File: src/rtl/sdm_pkg.sv
// Shared constants and helpers for the multi-channel delta-sigma DAC modulator.
package sdm_pkg;

   // Loop order encoding as seen on order_sel and in the registered order.
   localparam logic ORD_1 = 1'b0;
   localparam logic ORD_2 = 1'b1;

   // Second-order integrators carry this many guard bits above the sample width.
   localparam int INT_GUARD = 4;

   // Width of the signed second-order integrators for a given sample width.
   function automatic int int_w(input int data_w);
      return data_w + INT_GUARD;
   endfunction

   // Upper saturation limit of a signed integrator of width w (as a 64-bit value).
   function automatic longint sat_hi(input int w);
      return (longint'(1) <<< (w - 1)) - 1;
   endfunction

   // Lower saturation limit of a signed integrator of width w (as a 64-bit value).
   function automatic longint sat_lo(input int w);
      return -(longint'(1) <<< (w - 1));
   endfunction

endpackage

File: src/rtl/sdm_chan_core.sv
// One modulator channel: first-order carry accumulator and second-order
// two-integrator loop, selected per tick by i_order. i_clr_state zeroes all
// loop state on the same tick, before that tick's update is applied.
module sdm_chan_core
   import sdm_pkg::*;
#(
   parameter int DATA_W = 16
) (
   input  logic              i_clk,
   input  logic              i_rst,
   input  logic              i_tick,
   input  logic              i_clr_state,
   input  logic              i_order,
   input  logic [DATA_W-1:0] i_active,
   output logic              o_dout
);

   localparam int IW = int_w(DATA_W);
   // Extended width for the unsaturated sums so they can never wrap.
   localparam int EW = IW + 2;
   localparam logic signed [EW-1:0] SAT_HI = EW'(sat_hi(IW));
   localparam logic signed [EW-1:0] SAT_LO = EW'(sat_lo(IW));
   localparam logic signed [EW-1:0] HALF   = EW'(1) <<< (DATA_W - 1);

   // The accumulator's top bit (the carry) is only ever consumed as the output
   // bit, so only the low DATA_W bits are kept as state.
   logic [DATA_W-1:0]    r_acc;
   logic signed [IW-1:0] r_i1;
   logic signed [IW-1:0] r_i2;
   logic                 r_dout;

   logic [DATA_W-1:0]    w_acc_base;
   logic [DATA_W:0]      w_acc_sum;
   logic signed [EW-1:0] w_xs;
   logic signed [EW-1:0] w_y;
   logic signed [EW-1:0] w_i1_base;
   logic signed [EW-1:0] w_i2_base;
   logic signed [IW-1:0] w_i1_nxt;
   logic signed [IW-1:0] w_i2_nxt;

   function automatic logic signed [IW-1:0] sat(input logic signed [EW-1:0] v);
      logic signed [EW-1:0] c;
      if (v > SAT_HI)      c = SAT_HI;
      else if (v < SAT_LO) c = SAT_LO;
      else                 c = v;
      return c[IW-1:0];
   endfunction

   assign w_acc_base = i_clr_state ? '0 : r_acc;
   assign w_acc_sum  = {1'b0, w_acc_base} + {1'b0, i_active};

   assign w_xs      = signed'(EW'(i_active)) - HALF;
   assign w_y       = r_dout ? HALF : -HALF;
   assign w_i1_base = i_clr_state ? '0 : EW'(r_i1);
   assign w_i2_base = i_clr_state ? '0 : EW'(r_i2);
   assign w_i1_nxt  = sat(w_i1_base + w_xs - w_y);
   assign w_i2_nxt  = sat(w_i2_base + w_i1_base - w_y);

   // Loop state and output bit advance only on modulator ticks.
   always_ff @(posedge i_clk) begin
      if (i_rst) begin
         r_acc  <= '0;
         r_i1   <= '0;
         r_i2   <= '0;
         r_dout <= 1'b0;
      end else if (i_tick) begin
         if (i_order == ORD_1) begin
            r_acc  <= w_acc_sum[DATA_W-1:0];
            r_dout <= w_acc_sum[DATA_W];
            if (i_clr_state) begin
               r_i1 <= '0;
               r_i2 <= '0;
            end
         end else begin
            r_i1   <= w_i1_nxt;
            r_i2   <= w_i2_nxt;
            r_dout <= ~w_i2_nxt[IW-1];
            if (i_clr_state) r_acc <= '0;
         end
      end
   end

   assign o_dout = r_dout;

endmodule

File: src/rtl/sdm_dac_mod.sv
// Multi-channel delta-sigma DAC modulator top: tick divider, sample counter,
// double-buffered sample handshake, underrun flag and per-channel cores.
// Handshake: a sample set is accepted on any mod_clk edge where din_valid and
// din_ready are both high; din_ready is high exactly while the holding
// register is empty, and din_valid/mod_din need only be stable at that edge.
module sdm_dac_mod
   import sdm_pkg::*;
#(
   parameter int DATA_W   = 16,
   parameter int CHANNELS = 2,
   parameter int CLK_DIV  = 1,
   parameter int OSR_LOG2 = 6
) (
   input  logic                         mod_clk,
   input  logic                         mod_rst,
   input  logic [CHANNELS*DATA_W-1:0]   mod_din,
   input  logic                         din_valid,
   output logic                         din_ready,
   input  logic                         order_sel,
   output logic                         underrun,
   input  logic                         underrun_clr,
   output logic                         sample_strobe,
   output logic [CHANNELS-1:0]          mod_dout
);

   localparam int DIV_W = (CLK_DIV > 1) ? $clog2(CLK_DIV) : 1;
   localparam logic [DIV_W-1:0] DIV_LAST = DIV_W'(CLK_DIV - 1);

   logic [DIV_W-1:0]           r_div;
   logic [OSR_LOG2-1:0]        r_tcnt;
   logic [CHANNELS*DATA_W-1:0] r_hold;
   logic [CHANNELS*DATA_W-1:0] r_active;
   logic                       r_full;
   logic                       r_underrun;
   logic                       r_order;

   logic                       w_tick;
   logic                       w_boundary;
   logic                       w_accept;
   logic                       w_clr;
   logic                       w_order;
   logic [CHANNELS-1:0]        w_dout;

   assign w_tick     = (r_div == DIV_LAST);
   assign w_boundary = w_tick && (r_tcnt == '1);
   assign w_accept   = din_valid && !r_full;
   // order_sel is only looked at on a boundary tick; a change there restarts the loops.
   assign w_order    = w_boundary ? order_sel : r_order;
   assign w_clr      = w_boundary && (order_sel != r_order);

   // Tick divider and ticks-per-sample counter.
   always_ff @(posedge mod_clk) begin
      if (mod_rst) begin
         r_div  <= '0;
         r_tcnt <= '0;
      end else begin
         r_div <= w_tick ? '0 : r_div + DIV_W'(1);
         if (w_tick) r_tcnt <= r_tcnt + OSR_LOG2'(1);
      end
   end

   // Holding/active double buffer, underrun flag and registered loop order.
   always_ff @(posedge mod_clk) begin
      if (mod_rst) begin
         r_hold     <= '0;
         r_active   <= '0;
         r_full     <= 1'b0;
         r_underrun <= 1'b0;
         r_order    <= ORD_1;
      end else begin
         if (w_accept) r_hold <= mod_din;
         if (w_boundary && r_full) r_active <= r_hold;
         if (w_accept)        r_full <= 1'b1;
         else if (w_boundary) r_full <= 1'b0;
         // A boundary on an empty holding register beats a concurrent clear.
         if (w_boundary && !r_full) r_underrun <= 1'b1;
         else if (underrun_clr)     r_underrun <= 1'b0;
         if (w_boundary) r_order <= order_sel;
      end
   end

   for (genvar c = 0; c < CHANNELS; c++) begin : g_chan
      sdm_chan_core #(.DATA_W(DATA_W)) u_core (
         .i_clk       (mod_clk),
         .i_rst       (mod_rst),
         .i_tick      (w_tick),
         .i_clr_state (w_clr),
         .i_order     (w_order),
         .i_active    (r_active[c*DATA_W +: DATA_W]),
         .o_dout      (w_dout[c])
      );
   end

   assign din_ready     = ~r_full;
   assign underrun      = r_underrun;
   assign sample_strobe = w_boundary && !mod_rst;
   assign mod_dout      = w_dout;

endmodule

File: config.mk
export PLATFORM = sky130hd
export DESIGN_NAME = sdm_dac_mod
export DESIGN_NICKNAME = d
export VERILOG_FILES = /design/src/rtl/sdm_pkg.sv /design/src/rtl/sdm_chan_core.sv /design/src/rtl/sdm_dac_mod.sv
export SDC_FILE = /design/constraint.sdc
export NUM_CORES = 1
export LEC_CHECK = 0
export CAP_MARGIN = 25
export CORE_MARGIN = 4
export CORE_UTILIZATION = 45
export DETAILED_ROUTE_END_ITERATION = 7
export PLACE_DENSITY = 0.64
export SYNTH_ARGS = -nofsm -noshare
export SYNTH_HDL_FRONTEND = slang
export SYNTH_SLANG_ARGS = --single-unit
File: constraint.sdc
create_clock -name mod_clk -period 5 [get_ports mod_clk]
set_input_delay 1 -clock mod_clk [delete_from_list [all_inputs] [get_ports mod_clk]]
set_output_delay 1 -clock mod_clk [all_outputs]
set_load 0.03 [all_outputs]
==> metrics.md, run 1 <==
| Metric | Value |
|---|---|
| Outcome | complete, no violations |
| Reg2reg setup slack | 0.30 ns |
| Layout cells sized above 1 | 13.0% |
| Post-route DRC | 0 |
| R2R Path Start | r_tcnt[0] |
| Fin worst setup slack | 0.208 ns |
| Routed length per instance | 14.5 um |
| Fin nets | 2204 |
| Crit path capture | g_chan[0].u_core.r_i2[15] |
| Post-synth top area share | 26.4% |
| Slew Limit Fails | 0 |
| Total CTS buffers | 17 |
| CP Depth | 17 |
| CORE AREA | 0.0309 mm2 |
| Sequential-to-total area share from yosys stat | 26.4% |
| Cells after Synth | 1806 |
| Num ports | 42 |
| Avg Cell Area, Syn | 7.91 um2 |
| First-pass DRT Iterations | 6 |
| Crit path from | order_sel |
| R2R Path End | g_chan[0].u_core.r_i2[15] |
| GRT met3 Usage | 2.33% |
| Post-synth top area cell | dfxtp_1 |
| Worst Setup End Kind | flop |
| Core Util, Final | 54.8% |
| HPWL Detailed | 26000 um |
| Initial Util | 46.2% |
| Worst path top cell family by delay | compound AO/OA/AOI/OAI gates |
| Met2 usage | 34.3% |
| Cells on worst reg2reg path | 18 |
| Number of DRC markers in iteration 0 | 752 |
| Fill count | 2886 |
| Post-route ant nets | 0 |
| Clock transition at path regs | 0.08 ns |
| Period minus WS final | 4.79 ns |
| Via/cell ratio | 5.39 |
| Rel. slew slack | 43.6% |
| Max-cap violations | 0 |
| Synth Net Count | 2038 |
| Vias post-DR | 12800 |
| Worst hold path class | flop to flop |
| Fin crit share | 95.8% |
| P_leak | 7.65 nW |
| Final Hold Fails | 0 |
| Hold_ws | 0.448 ns |
| P&R area growth vs syn | 18.6% |
| Synth Cell Area | 0.0143 mm2 |
| Worst-path fanout max | 24 |
| Clk buf depth | 2 |
| Data required, critical path | 5.34 ns |
| Diodes inserted | 0 |
| WP buf/inv | 4 |
| Placed Cells | 2344 |
| FP Rows | 64 |
| Clk sinks | 188 |
| Async set-reset flop share out of synthesis | 0% |
| Slowest CP cell | clkdlybuf4s50_1 |
| Number of global-route vias before repair | 12400 |
| Root Buffer | clkbuf_16 |
| Most frequent cell after synthesis | nand2_1 |
| Leading cell types by count after synthesis | 293 x nand2_1, 192 x inv_1, 188 x dfxtp_1 |
| GRT Resource Usage Total | 20.3% |
| Final Setup Violations | 0 |
| Max stage delay on crit path | 0.53 ns |
| Critical Path AT | 5.13 ns |
| Achievable frequency | 0.209 GHz |
| Area contributors post-synth | dfxtp_1 26%, ha_1 16%, nand2_1 7.7% |
| Post-synth top flop | dfxtp_1 |
| Latest clock arrival within the worst-skew pair | 0.45 ns |
| Power per cell area | 178 mW/mm2 |
| Most used routing layer | met2 |
| Warnings, synthesis | 0 |
| Worst Max-Slew Pin Slew | 0.844 ns |
| Initial antenna violation count | 0 |
| Total power | 3.01 mW |
| Critical path class | primary input to flop |
| Post-synth EDFFs | 0 |
| Die extent in y | 186 um |
| #FFs+latches synth | 188 |
| Worst setup SP type | primary input |
| M1 GR Usage | 28.3% |
| CTS Hold Buffers Added | 0 |
| Netlist cell types | 91 |
| Critical-path cell list | clkdlybuf4s50_1, xor2_2, nand2_4, buf_12, and2_1, ha_1, a31o_2, ha_1, inv_1, o22ai_1, or3_1, a21oi_4, or3_1, o2111ai_1, a21oi_2, buf_12, a221o_1 |
| Die W | 186 um |
| Grt total ovfl | 0 |
| Fin Clk Skew | 0.0168 ns |
| Number of H-tree levels | 4 |
| Port buffer count | 41 |
| CTS tree | built |
| Max VDD drop | 0.199 mV |
| Non-filler cells, final | 2381 |
| Largest net degree at the start of global routing | 72 |
| Routed WL | 34600 um |
| Die area | 0.0347 mm2 |
| GPL Wtd Cong | 0.870 |
| First-pass GRT wire length | 58800 um |
| Place WS | -0.380 ns |
[layout by cell type (no fill, tap or decap), drive strengths merged, types with 14 or more instances in the layout]
cell type and instances:
nand2 293, inv 199, dfxtp 188, buf 184, ha 181, a21oi 155
nor2 93, xnor2 57, and2 50, o21ai 45, clkdlybuf4s50 40, a22oi 37
nand3 34, nand2b 31, xor2 29, nor3 28, a21o 26, a21boi 22
o311ai 22, or3 21, o22ai 20, a221o 19, clkbuf 19, a31oi 17
o21a 16, fa 14
[worst register-to-register path: cells and delay by family, from the launching register on]
family                     cells  cell delay (ns)
adders and majority gates      3             0.80
and+or+nand+nor                6             1.56
DFF                            1             0.37
buffers and inverters          3             0.47
AOI/OAI and AO/OA              6             1.40
[logic make-up after synthesis]
family                     share of synthesized area [%]
AOI/OAI and AO/OA                                   23.3
muxes                                              0.429
DFF                                                 26.4
and+or+nand+nor                                     19.3
other                                             0.0263
xor gates and xnor gates                            5.27
adders and majority gates                           17.8
buffers and inverters                               7.55
[worst min-delay path by stage]
stage                                    startpoint                         to  slack (ns)  cells past startpoint
final                                    r_hold[21]               r_active[21]        0.45                      2
after global routing                      r_hold[2]                r_active[2]        0.47                      2
after CTS                                 r_hold[7]                r_active[7]        0.45                      2
after detailed placement                  r_hold[7]                r_active[7]        0.44                      2
after global placement    g_chan[1].u_core.r_acc[4]  g_chan[1].u_core.r_acc[4]        0.44                      2
after floorplan           g_chan[1].u_core.r_acc[4]  g_chan[1].u_core.r_acc[4]        0.43                      2
[flip-flops by register name, indices dropped and copies added (netlist names)]
| signal | count |
|---|---|
| g_chan.u_core.r_i1 | 40 |
| g_chan.u_core.r_i2 | 40 |
| g_chan.u_core.r_acc | 32 |
| r_active | 32 |
| r_hold | 32 |
| r_tcnt | 6 |
| g_chan.u_core.o_dout | 2 |
| r_div | 1 |
| r_full | 1 |
| r_order | 1 |
| underrun | 1 |
[stage by stage]
stage                     area, um2  setup TNS [ns]
after floorplan               14300               0
after global placement        16200          -18.25
after detailed placement      16300          -22.37
after CTS                     16900               0
after global routing          16900        -0.00182
final                         16900               0
[power by group]
group	switching [mW]	total (mW)	internal (mW)
logic	0.0686	0.116	0.0473
registers	0.00904	1.52	1.51
clock network	0.682	1.37	0.687
total	0.760	3.01	2.25
[final cells by class]
cell class,count,area (um2),share of cell area (%)
multi-input combinational,1349,9480,56.0
inverter,192,721,4.26
tap,396,495,2.93
timing repair buffer,224,1900,11.2
clock inverter,13,126,0.746
clock buffer,19,453,2.68
sequential,188,3760,22.2
[per-layer routing]
metal  vias up  share of wire (%)
met3        22                3.0
met4         0               0.97
met2       180                 46
met5         -                  0
li1       6614                  -
met1      6010                 50
[timing repair]
item | in CTS | in global routing
setup endpoints to repair | 0 | 74
buffers inserted | 0 | 5
resized for setup | 0 | 5
No activity file was read; power rests on OpenSTA's default activity.
==> inputs of run 2 (changes only) <==
Settings changed: CORE_ASPECT_RATIO set to 2, CTS_CLUSTER_DIAMETER set to 200.
==> run 2 against run 1 <==
  * Cell area is 0.63% higher
  * Non-clock buffer count increased by 9
  * Sequential power about the same
  * Wire length is 8.2% higher
  * Critical path depth up 3
  * Fmax grew 1.1%
  * Register-to-register slack better by 0.05 ns
  * Via count rose by 2.7%
  * Critical endpoint is now g_chan[0].u_core.r_i2[18]
  * Largest cell class unchanged
  * Largest power group unchanged
==> metrics.md, run 2 (synthesis results as in run 1) <==
| Metric | Value |
|---|---|
| Max stage delay on crit path | 0.50 ns |
| Die extent in y | 260 um |
| Routed met2 length | 20700 um |
| Clock transition at path regs | 0.07 ns |
| Initial antenna violation count | 0 |
| Post-route ant nets | 0 |
| Vias post-DR | 13200 |
| Number of DRC markers in iteration 0 | 651 |
| Int Power | 2.23 mW |
| Fin crit share | 94.8% |
| Post-route DRC | 0 |
| Sequential power share | 50.3% |
| Fin worst setup slack | 0.262 ns |
| Clk buf depth | 2 |
| Largest regs | g_chan.u_core.r_i1 x40, g_chan.u_core.r_i2 x40 |
| Layout cells sized above 1 | 13.2% |
| Worst Setup End Kind | flop |
| Max VDD drop | 0.225 mV |
| GRT Resource Usage Total | 21.8% |
| Worst Max-Slew Pin Slew | 0.765 ns |
| FP Rows | 92 |
| P&R area growth vs syn | 19.3% |
| Worst hold path class | flop to flop |
| Most common cell after layout, fill and taps aside | nand2_1 |
| Number of H-tree levels | 4 |
| Achievable frequency | 0.211 GHz |
| Period minus WS final | 4.74 ns |
| Place WS | -0.488 ns |
| Commonest non-fill, non-tap cells in the layout | 292 x nand2_1, 192 x inv_1, 188 x dfxtp_1 |
| Fin Clk Skew | 0.0110 ns |
| Root Buffer | clkbuf_16 |
| Critical Path AT | 5.08 ns |
| Outcome | complete, no violations |
| Critical-path cell list | clkdlybuf4s50_1, xor2_1, nand2_4, buf_12, buf_4, nand2_1, ha_1, inv_1, ha_1, a21o_1, a31o_1, a221o_1, a21o_2, a21oi_4, buf_4, o2111ai_1, a31oi_1, nor3_4, buf_12, a221o_1 |
| Die area | 0.0348 mm2 |
| First-pass GRT wire length | 62300 um |
| HPWL Detailed | 29300 um |
| Port buffer count | 41 |
| Latest clock arrival within the worst-skew pair | 0.46 ns |
| Power per cell area | 178 mW/mm2 |
| Routed length per instance | 15.5 um |
| Largest net degree at the start of global routing | 68 |
| Fin nets | 2213 |
| Worst-path fanout max | 19 |
| Top sig layer | met4 |
| RSZ-0062 raised after global routing | no |
| P_leak | 7.68 nW |
| Switching Fraction | 26.2% |
| Critical path class | primary input to flop |
| Diodes inserted | 0 |
| Worst setup SP type | primary input |
| CORE AREA | 0.0314 mm2 |
| Clk sinks | 188 |
| Hold_ws | 0.449 ns |
| CTS tree | built |
| Total CTS buffers | 17 |
| Final Hold Fails | 0 |
| Initial Util | 45.4% |
| Net switching power | 0.794 mW |
| Slowest CP cell | clkdlybuf4s50_1 |
| Slew Limit Fails | 0 |
| Combinational Power Share | 3.8% |
| Final Setup Violations | 0 |
| First-pass DRT Iterations | 4 |
| Routed WL | 37400 um |
| Max-cap violations | 0 |
| Grt total ovfl | 0 |
| GPL Wtd Cong | 0.897 |
| Data required, critical path | 5.34 ns |
| Via/cell ratio | 5.45 |
| Rel. slew slack | 48.9% |
| Number of global-route vias before repair | 13300 |
| Die W | 134 um |
| Met3 wire length | 844 um |
| Fill count | 2983 |
| Met1 Routed Length | 14300 um |
| Clock network power share | 45.9% |
| Num ports | 42 |
[run 2: final cells by class]
class	instances	area, um2	area share, %
clock buffer	17	425	2.50
tap	423	529	3.11
inverter	192	721	4.23
timing repair buffer	233	1940	11.4
multi-input combinational	1349	9480	55.6
sequential	188	3760	22.1
clock inverter	15	175	1.03
[run 2: power groups by stage]
| stage | Sequential, mW | Clock [mW] | Combinational, mW |
|---|---|---|---|
| after floorplan | 1.56 | 0 | 0.0606 |
| after global placement | 1.56 | 0 | 0.114 |
| after detailed placement | 1.56 | 0 | 0.115 |
| after CTS | 1.52 | 1.43 | 0.116 |
| after global routing | 1.52 | 1.47 | 0.125 |
| final | 1.52 | 1.39 | 0.115 |
[run 2: layer usage]
layer,global-route usage [%],vias to the layer above
met5,0,-
met2,42.7,222
met3,2.17,85
li1,-,6627
met1,22.4,6241
met4,11.2,0
[run 2: worst paths after layout]
check                                 start  cells after the start                         to  slack, ns
setup / recovery                  order_sel                     20  g_chan[0].u_core.r_i2[18]       0.26
hold / removal    g_chan[1].u_core.r_acc[4]                      2  g_chan[1].u_core.r_acc[4]       0.45
setup reg to reg                  r_tcnt[0]                     19   g_chan[1].u_core.r_i2[6]       0.35
hold reg to reg   g_chan[1].u_core.r_acc[4]                      2  g_chan[1].u_core.r_acc[4]       0.45
[run 2: worst max-delay path: cells and delay by family]
kind	cells	cell delay (ns)
simple gates	3	0.26
xor+xnor	1	0.24
compound gates	8	1.86
fa+ha+maj	2	0.47
buf+inv	6	1.22
[run 2: timing repair]
item,4_1_cts,5_1_grt
endpoints found under the setup margin,0,55
setup buffers,0,2
gates resized for setup,0,3
hold buffers,0,0
[run 2: through the flow]
stage               TNS, ns  instances  total power, mW  utilization, %  instance area (um2)
global placement     -20.25       2382             1.67            52.0                16300
floorplan                 0       1806             1.62               -                14300
detailed placement   -22.62       2382             1.67            52.0                16300
finish                    0       2417             3.03            54.2                17000
CTS                       0       2414             3.06            53.9                17000
global route              0       2417             3.12            54.2                17000
==> inputs of run 3 (changes only) <==
Settings changed: PLACE_DENSITY 0.64 to 0.61, RECOVER_POWER set to 100.
Clock period 5 ns to 4.4 ns, I/O delays scaled along.
==> run 3 against run 2 <==
  * Final cell count is 5.3% higher
  * Sequential power up 14%
  * Cell area rose by 14%
==> metrics.md, run 3 (synthesis results as in run 1) <==
| Metric | Value |
|---|---|
| Power per cell area | 185 mW/mm2 |
| Die W | 134 um |
| Number of DRC markers in iteration 0 | 568 |
| Critical path class | primary input to flop |
| Num ports | 42 |
| Final Hold Fails | 0 |
| Die area | 0.0348 mm2 |
| Core Util, Final | 61.9% |
| Max stage delay on crit path | 0.39 ns |
| Fin Clk Skew | 0.0126 ns |
| Hold EP | g_chan[1].u_core.r_acc[4] |
| FP Rows | 92 |
| Max-cap violations | 0 |
| Most common cell after layout, fill and taps aside | buf_4 |
| Port buffer count | 41 |
| Max VDD drop | 0.292 mV |
| Period minus WS final | 4.35 ns |
| Worst setup SP type | primary input |
| Reg2reg setup slack | 0.08 ns |
| Critical Path AT | 4.71 ns |
| P&R area growth vs syn | 36.2% |
| R2R Path End | g_chan[0].u_core.r_i2[4] |
| Fin nets | 2342 |
| Worst hold path class | flop to flop |
| Hold path depth | 2 |
| Initial Util | 45.4% |
| Outcome | complete, no violations |
| Number of H-tree levels | 4 |
| Die extent in y | 260 um |
| Hold_ws | 0.450 ns |
| HPWL Detailed | 32100 um |
| Post-route ant nets | 0 |
| R2R Path Start | r_tcnt[1] |
| Latest clock arrival within the worst-skew pair | 0.47 ns |
| Worst hold start | g_chan[1].u_core.r_acc[4] |
| Clk sinks | 188 |
| Routed WL | 44200 um |
| Layout cells sized above 1 | 25.2% |
| GRT Resource Usage Total | 24.3% |
| Via/cell ratio | 5.51 |
| Total CTS buffers | 17 |
| Final Setup Violations | 0 |
| Root Buffer | clkbuf_16 |
| Slowest CP cell | a221o_1 |
| Cells on worst reg2reg path | 22 |
| GPL Wtd Cong | 0.926 |
| Worst-path fanout max | 8 |
| Worst path top cell family by delay | compound AO/OA/AOI/OAI gates |
| Initial antenna violation count | 0 |
| Critical-path cell list | dlygate4sd2_1, xor2_2, nand2_8, buf_12, buf_8, nand2_4, ha_4, inv_4, ha_4, buf_4, a31o_1, a221o_1, a21o_4, a21oi_4, buf_6, o211ai_1, o311ai_4, buf_6, a21oi_4, clkbuf_16, a221o_1 |
| Vias post-DR | 14000 |
| CORE AREA | 0.0314 mm2 |
| Largest net degree at the start of global routing | 83 |
| Clock transition at path regs | 0.09 ns |
| Rel. slew slack | 3.66% |
| Worst Max-Slew Pin Slew | 1.45 ns |
| Largest regs | g_chan.u_core.r_i1 x40, g_chan.u_core.r_i2 x40 |
| Commonest non-fill, non-tap cells in the layout | 287 x buf_4, 275 x nand2_1, 186 x dfxtp_1 |
| RSZ-0062 raised after global routing | yes |
| Slew Limit Fails | 0 |
| Post-route DRC | 0 |
| P_leak | 8.63 nW |
| CTS tree | built |
| First-pass DRT Iterations | 5 |
| Routed length per instance | 17.3 um |
| WP buf/inv | 8 |
| Achievable frequency | 0.230 GHz |
| Clk buf depth | 2 |
| Number of global-route vias before repair | 14400 |
| Grt total ovfl | 0 |
| Diodes inserted | 0 |
| Worst Setup End Kind | flop |
| First-pass GRT wire length | 68000 um |
| Data required, critical path | 4.76 ns |
| Fin crit share | 99.0% |
[run 3: cell types whose count changed in the layout (fill, tap and decap cells not counted), sizes merged]
cell           change
dlygate4sd3        +1
inv                +3
clkdlybuf4s50      -2
buf              +118
clkbuf             +9
clkinvlp           -3
dlygate4sd2        +1
a21o               +2
[run 3: metrics by stage]
stage | TNS (ns) | setup slack (ns) | cell area [um2] | total power [mW] | cells
global route | -1.20 | -0.0533 | 19500 | 3.71 | 2546
finish | 0 | 0.0457 | 19500 | 3.60 | 2546
global placement | -69.22 | -0.939 | 17100 | 1.90 | 2476
floorplan | 0 | 0.0245 | 14300 | 1.84 | 1806
CTS | 0 | 0.00630 | 18200 | 3.64 | 2524
detailed placement | -74.82 | -1.04 | 17100 | 1.91 | 2478
[run 3: repair_timing]
action	CTS	global route
gates cloned	3	9
resized for setup	37	197
endpoints found under the setup margin	81	79
pin swaps	19	71
hold buffers	0	0
buffers inserted	11	14
[run 3: worst register-to-register path: stages, from the launching register on]
cell and delay, ns:
dfxtp_2 0.34, ha_4 0.15, and3b_2 0.20, and4_4 0.19, nand2_8 0.14, buf_12 0.15, buf_8 0.13, nand2_4 0.06
ha_4 0.27, inv_4 0.03, ha_4 0.23, buf_4 0.14, a31o_1 0.22, a221o_1 0.40, a21o_4 0.28, a21oi_4 0.22
buf_6 0.13, o211ai_1 0.14, o311ai_4 0.09, buf_6 0.16, a21oi_4 0.08, clkbuf_16 0.19, a221o_1 0.26
[run 3: power by group]
| part | switching (mW) | internal [mW] |
|---|---|---|
| Combinational | 0.0813 | 0.0571 |
| Sequential | 0.0117 | 1.72 |
| Clock | 0.916 | 0.815 |
[run 3: how the worst max path moves through the flow]
stage | start | endpoint | slack (ns) | cells after the start
after floorplan | r_tcnt[0] | g_chan[0].u_core.r_i2[11] | 0.02 | 21
final | order_sel | g_chan[0].u_core.r_i2[4] | 0.05 | 21
after global placement | order_sel | g_chan[0].u_core.r_i2[5] | -0.94 | 19
after global routing | r_tcnt[1] | g_chan[1].u_core.r_i2[4] | -0.05 | 22
after detailed placement | order_sel | g_chan[0].u_core.r_i2[3] | -1.04 | 19
after CTS | r_tcnt[0] | g_chan[1].u_core.r_i1[12] | 0.006 | 18
[run 3: layout make-up]
cell class,instances,area (um2)
Clock buffer,17,425
Clock inverter,15,234
Fill cell,2756,12000
Inverter,192,726
Multi-Input combinational cell,1351,10600
Sequential cell,188,3770
Tap cell,423,529
Timing Repair Buffer,360,3180
[run 3: layer usage]
metal	part of all wire, %	vias to the layer above	wire, um	track usage, %
met1	35	6717	15400	22.4
li1	-	6898	-	-
met2	57	277	25100	49.4
met3	2.6	142	1130	3.35
met5	0	-	0	0
met4	5.6	0	2490	13.3
